$ cat config.mk
export PLATFORM = sky130hd
export DESIGN_NAME = sar_adc_ctrl_flat
export DESIGN_NICKNAME = d
export VERILOG_FILES = /design/src/rtl/sar_adc_ctrl_if.sv /design/src/rtl/sar_adc_ctrl.sv /design/src/flat_wrapper.sv
export SDC_FILE = /design/constraint.sdc
export NUM_CORES = 1
export LEC_CHECK = 0
export CAP_MARGIN = 10
export CORE_MARGIN = 8
export CORE_UTILIZATION = 45
export CTS_CLUSTER_SIZE = 28
export DETAILED_ROUTE_END_ITERATION = 10
export PLACE_DENSITY = 0.77
export SLEW_MARGIN = 40
export SYNTH_ARGS = -nofsm -noshare
export SYNTH_HDL_FRONTEND = slang
export SYNTH_SLANG_ARGS = --single-unit
$ cat constraint.sdc
create_clock -name clk -period 1.9 [get_ports clk]
set_input_delay 0.285 -clock clk [delete_from_list [all_inputs] [get_ports clk]]
set_output_delay 0.285 -clock clk [all_outputs]
set_load 0.005 [all_outputs]
$ cat src/rtl/sar_adc_ctrl_if.sv
// rtl/sar_adc_ctrl_if.sv - conversion request/result and analog SAR core signals
// The master drives start and the comparator level; the controller is the slave.
interface sar_adc_ctrl_if #(
   parameter int WIDTH = 8
);
   logic             start;
   logic             cmp_in;
   logic             sample_en;
   logic [WIDTH-1:0] dac_code;
   logic             busy;
   logic             done;
   logic [WIDTH-1:0] result;
   logic             valid;

   modport master (
      output start,
      output cmp_in,
      input  sample_en,
      input  dac_code,
      input  busy,
      input  done,
      input  result,
      input  valid
   );

   modport slave (
      input  start,
      input  cmp_in,
      output sample_en,
      output dac_code,
      output busy,
      output done,
      output result,
      output valid
   );
endinterface

$ cat src/rtl/sar_adc_ctrl.sv
// rtl/sar_adc_ctrl.sv - successive-approximation ADC conversion controller
// Tracks the input for SAMPLE_CYCLES, then resolves one bit per SETTLE_CYCLES, MSB first.
module sar_adc_ctrl #(
   parameter int WIDTH         = 8,
   parameter int SAMPLE_CYCLES = 4,
   parameter int SETTLE_CYCLES = 2
) (
   input  logic          clk,
   input  logic          rst,
   sar_adc_ctrl_if.slave bus
);
   localparam int IW  = $clog2(WIDTH);
   localparam int SMW = $clog2(SAMPLE_CYCLES) + 1;
   localparam int STW = $clog2(SETTLE_CYCLES) + 1;
   localparam logic [IW-1:0]  IDX_TOP     = IW'(WIDTH - 1);
   localparam logic [SMW-1:0] SAMPLE_LAST = SMW'(SAMPLE_CYCLES - 1);
   localparam logic [STW-1:0] SETTLE_LAST = STW'(SETTLE_CYCLES - 1);

   typedef enum logic [1:0] {
      IDLE,
      SAMPLE,
      CONVERT
   } state_e;

   state_e           state_q, state_d;
   logic [SMW-1:0]   samp_cnt_q, samp_cnt_d;
   logic [STW-1:0]   settle_cnt_q, settle_cnt_d;
   logic [IW-1:0]    idx_q, idx_d;
   logic [WIDTH-1:0] acc_q, acc_d;
   logic             sample_en_q, sample_en_d;
   logic [WIDTH-1:0] dac_code_q, dac_code_d;
   logic             busy_q, busy_d;
   logic             done_q, done_d;
   logic [WIDTH-1:0] result_q, result_d;
   logic             valid_q, valid_d;
   logic [WIDTH-1:0] bit_mask;
   logic [WIDTH-1:0] acc_kept;

   assign bit_mask = WIDTH'(1) << idx_q;

   always_comb begin
      state_d      = state_q;
      samp_cnt_d   = samp_cnt_q;
      settle_cnt_d = settle_cnt_q;
      idx_d        = idx_q;
      acc_d        = acc_q;
      sample_en_d  = sample_en_q;
      dac_code_d   = dac_code_q;
      busy_d       = busy_q;
      done_d       = 1'b0;
      result_d     = result_q;
      valid_d      = valid_q;
      // The trial code already carries bit i set, so keeping the bit means adopting it.
      acc_kept     = bus.cmp_in ? dac_code_q : acc_q;

      case (state_q)
         IDLE: begin
            sample_en_d = 1'b0;
            dac_code_d  = '0;
            busy_d      = 1'b0;
            if (bus.start) begin
               state_d      = SAMPLE;
               busy_d       = 1'b1;
               sample_en_d  = 1'b1;
               acc_d        = '0;
               idx_d        = IDX_TOP;
               samp_cnt_d   = '0;
               settle_cnt_d = '0;
            end
         end
         SAMPLE: begin
            if (samp_cnt_q == SAMPLE_LAST) begin
               state_d      = CONVERT;
               sample_en_d  = 1'b0;
               dac_code_d   = acc_q | bit_mask;
               settle_cnt_d = '0;
            end else begin
               samp_cnt_d = samp_cnt_q + 1'b1;
            end
         end
         CONVERT: begin
            if (settle_cnt_q == SETTLE_LAST) begin
               acc_d        = acc_kept;
               settle_cnt_d = '0;
               if (idx_q == '0) begin
                  state_d    = IDLE;
                  result_d   = acc_kept;
                  done_d     = 1'b1;
                  valid_d    = 1'b1;
                  busy_d     = 1'b0;
                  dac_code_d = '0;
               end else begin
                  idx_d      = idx_q - 1'b1;
                  dac_code_d = acc_kept | (bit_mask >> 1);
               end
            end else begin
               settle_cnt_d = settle_cnt_q + 1'b1;
            end
         end
         default: state_d = IDLE;
      endcase
   end

   always_ff @(posedge clk or posedge rst) begin
      if (rst) begin
         state_q      <= IDLE;
         samp_cnt_q   <= '0;
         settle_cnt_q <= '0;
         idx_q        <= '0;
         acc_q        <= '0;
         sample_en_q  <= 1'b0;
         dac_code_q   <= '0;
         busy_q       <= 1'b0;
         done_q       <= 1'b0;
         result_q     <= '0;
         valid_q      <= 1'b0;
      end else begin
         state_q      <= state_d;
         samp_cnt_q   <= samp_cnt_d;
         settle_cnt_q <= settle_cnt_d;
         idx_q        <= idx_d;
         acc_q        <= acc_d;
         sample_en_q  <= sample_en_d;
         dac_code_q   <= dac_code_d;
         busy_q       <= busy_d;
         done_q       <= done_d;
         result_q     <= result_d;
         valid_q      <= valid_d;
      end
   end

   assign bus.sample_en = sample_en_q;
   assign bus.dac_code  = dac_code_q;
   assign bus.busy      = busy_q;
   assign bus.done      = done_q;
   assign bus.result    = result_q;
   assign bus.valid     = valid_q;
endmodule

$ cat src/flat_wrapper.sv
// flat-port wrapper written by rule: the top's interface ports become plain ports
module sar_adc_ctrl_flat 
#(
   parameter int WIDTH         = 8,
   parameter int SAMPLE_CYCLES = 4,
   parameter int SETTLE_CYCLES = 2
)
  (clk, rst, bus_start, bus_cmp_in, bus_sample_en, bus_dac_code, bus_busy, bus_done, bus_result, bus_valid);
  sar_adc_ctrl_if #(.WIDTH(WIDTH)) bus_i ();
  input  logic clk;
  input  logic rst;
  input wire logic [$bits(bus_i.start)-1:0] bus_start;
  input wire logic [$bits(bus_i.cmp_in)-1:0] bus_cmp_in;
  output wire logic [$bits(bus_i.sample_en)-1:0] bus_sample_en;
  output wire logic [$bits(bus_i.dac_code)-1:0] bus_dac_code;
  output wire logic [$bits(bus_i.busy)-1:0] bus_busy;
  output wire logic [$bits(bus_i.done)-1:0] bus_done;
  output wire logic [$bits(bus_i.result)-1:0] bus_result;
  output wire logic [$bits(bus_i.valid)-1:0] bus_valid;
  assign bus_i.start = bus_start;
  assign bus_i.cmp_in = bus_cmp_in;
  assign bus_sample_en = bus_i.sample_en;
  assign bus_dac_code = bus_i.dac_code;
  assign bus_busy = bus_i.busy;
  assign bus_done = bus_i.done;
  assign bus_result = bus_i.result;
  assign bus_valid = bus_i.valid;
  sar_adc_ctrl #(.WIDTH(WIDTH), .SAMPLE_CYCLES(SAMPLE_CYCLES), .SETTLE_CYCLES(SETTLE_CYCLES)) u_core (.clk(clk), .rst(rst), .bus(bus_i));
endmodule
==> impl_metrics.json <==
{
  "ys_ff_latch": 38,
  "first_pass_iters": 4,
  "grt_max_degree": 39,
  "relSlewSlack": 0.674,
  "cp-start-kind": "flop",
  "grt_overflow": 0,
  "root_buffer": "clkbuf_8",
  "critPathKind": "flop to flop",
  "grt_pass1_vias": 1526,
  "rsz0062_at_grt": "false",
  "grtUsageTotal": 0.135,
  "die_y_um": 83.3,
  "ys_warn_count": 0,
  "num_vias": 1553,
  "slew_viol_final": 0,
  "syn_nets": 201,
  "power_density_mw_per_mm2": 1350,
  "cts_buffer_depth": 2,
  "fin_skew_ns": 0.00753,
  "rows": 24,
  "drt_iter0_drc": 121,
  "final_cells": 278,
  "final_common_cell": "dfrtp_1",
  "hold_viol_final": 0,
  "hold_class": "input pin to asynchronous set/reset pin",
  "final_util": 0.585,
  "layout-drive-gt1-share": 0.221,
  "critPathRequiredTime_ns": 2.13,
  "htree_num_levels": 2,
  "layout_common_cells": "38 x dfrtp_1, 23 x clkdlybuf4s50_1, 17 x o21ai_0",
  "finalCritPeriodShare": 0.933,
  "grt_pass1_wl_um": 7610,
  "dp_cells": 270,
  "fp.dieW_um": 83.3,
  "clock_sinks": 38,
  "tns_ns": 0,
  "fp.coreArea_mm2": 0.00435,
  "routed_wl_um": 4540,
  "max_freq_mhz": 564,
  "postCtsSetupRepairBufs": 0,
  "die_area_mm2": 0.00695,
  "ys_top_cells_by_area": "dfrtp_1 47%, ha_1 6.7%, mux2_2 5.0%",
  "syn_area_mm2": 0.00204,
  "wl_per_cell_um": 16.3,
  "syn2layout_area_growth_pct": 24.8,
  "start_util": 0.469,
  "vdd_drop_max_uv": 755,
  "status": "complete, no violations",
  "drc": 0,
  "syn_avg_cell_area_um2": 11.0,
  "cap_viol_max_count": 0,
  "ant_nets": 0,
  "path_clk_slew_ns": 0.08,
  "crit_arrival_ns": 2.01,
  "crit_fanout": 9,
  "p_leak_nw": 1.17,
  "ys_types": 40,
  "setup_violations": 0,
  "io_buffers": 23,
  "antenna_cells": 0,
  "ys_seq_area_frac": 0.466,
  "numCtsBuffers": 5,
  "worstMarginPinSlew_ns": 0.489,
  "post-route-min-period_ns": 1.77,
  "num-fill-cells": 370,
  "clock_latency_ns": 0.30,
  "yosysTopAreaCell": "dfrtp_1",
  "setup.worst_path.end_class": "flop",
  "post-dp-hpwl_um": 3310,
  "cts_resized": 0,
  "viasPerCell": 5.59,
  "cts_tree": "built",
  "cts_hold_buffers": 0,
  "syn_inst": 186,
  "antenna_found_initial": 0,
  "yosys.area.top_type_share": 0.466,
  "nNetsFinal": 240,
  "gp_congestion": 0.849,
  "io_pins": 24
}
[per-layer routing]
metal	global-route usage	up-vias	share of wire
met5	0	-	0
met4	0.0671	0	0.015
met3	0.0518	6	0.067
met2	0.198	38	0.47
met1	0.167	758	0.45
li1	-	751	-
[flip-flops by register name (all words and copies together), names as in the netlist]
name / flops
u_core.bus.dac_code: 8
u_core.state_q: 2
u_core.acc_q: 8
u_core.bus.busy: 1
u_core.bus.sample_en: 1
u_core.idx_q: 3
u_core.samp_cnt_q: 3
u_core.settle_cnt_q: 2
u_core.bus.result: 8
u_core.bus.valid: 1
u_core.bus.done: 1
[final timing paths]
path	cells after the start	endpoint	from	slack, ns
max in group asynchronous	3	u_core.idx_q[2]	rst	1.15
min	3	u_core.acc_q[1]	rst	0.41
max	6	u_core.idx_q[1]	u_core.state_q[1]	0.13
min in group clk	1	u_core.bus.valid	u_core.bus.valid	0.47
max reg2reg	6	u_core.idx_q[1]	u_core.state_q[1]	0.13
min reg2reg	1	u_core.bus.valid	u_core.bus.valid	0.47
[through the flow]
stage	worst slack [ns]	power (mW)	cell area [um^2]	hold slack, ns
2_1_floorplan	0.241	2.07	2040	0.443
3_3_place_gp	0.102	2.55	2400	0.451
3_5_place_dp	0.0859	2.59	2400	0.455
4_1_cts	0.0836	3.46	2540	0.415
5_1_grt	0.00455	3.67	2550	0.466
6_report	0.127	3.44	2550	0.415
[Yosys cell counts, drive strengths merged]
library cell,count
nand2b,3
o21ai,17
nor3,3
dfrtp,38
o2bb2ai,1
a21oi,12
mux2i,3
inv,12
nor2b,5
or2,2
and2b,2
buf,7
a21boi,2
o21a,2
and3b,1
o211ai,1
and3,3
a22oi,1
nand3,1
and2,1
mux2,14
a31oi,4
nor2,10
ha,11
nand3b,1
a211o,2
nand4b,1
o22ai,4
a22o,15
nand2,7
[kinds of logic after synthesis]
| group | count (synthesis) | synth area share |
|---|---|---|
| and+or+nand+nor | 40 | 0.121 |
| buffers and inverters | 19 | 0.0484 |
| adders and majority gates | 11 | 0.0674 |
| muxes | 17 | 0.0920 |
| AOI/OAI and AO/OA | 61 | 0.205 |
| DFF | 38 | 0.466 |
[report_power, final]
| group | switching, mW | total [mW] | leakage (nW) | internal, mW |
|---|---|---|---|---|
| logic | 0.873 | 1.56 | 0.616 | 0.683 |
| registers | 0.0918 | 1.03 | 0.485 | 0.937 |
| clock network | 0.295 | 0.855 | 0.0714 | 0.560 |
[worst max-delay path: stages (launching register included)]
cell	delay, ns
dfrtp_1	0.42
inv_1	0.08
ha_1	0.28
and2b_4	0.24
a21oi_4	0.23
a21boi_0	0.30
o21a_1	0.15
[cell type report]
class	instances	area (um^2)	share of cell area
multi-input cells	129	993	0.390
flip-flops and latches	38	951	0.373
repair buffers	39	350	0.138
clock buffers	6	82.6	0.0324
well taps	52	65.1	0.0255
clock inverters	2	60.1	0.0236
inverters	12	45.0	0.0177
Note: power is estimated with default switching activity, not from simulation.
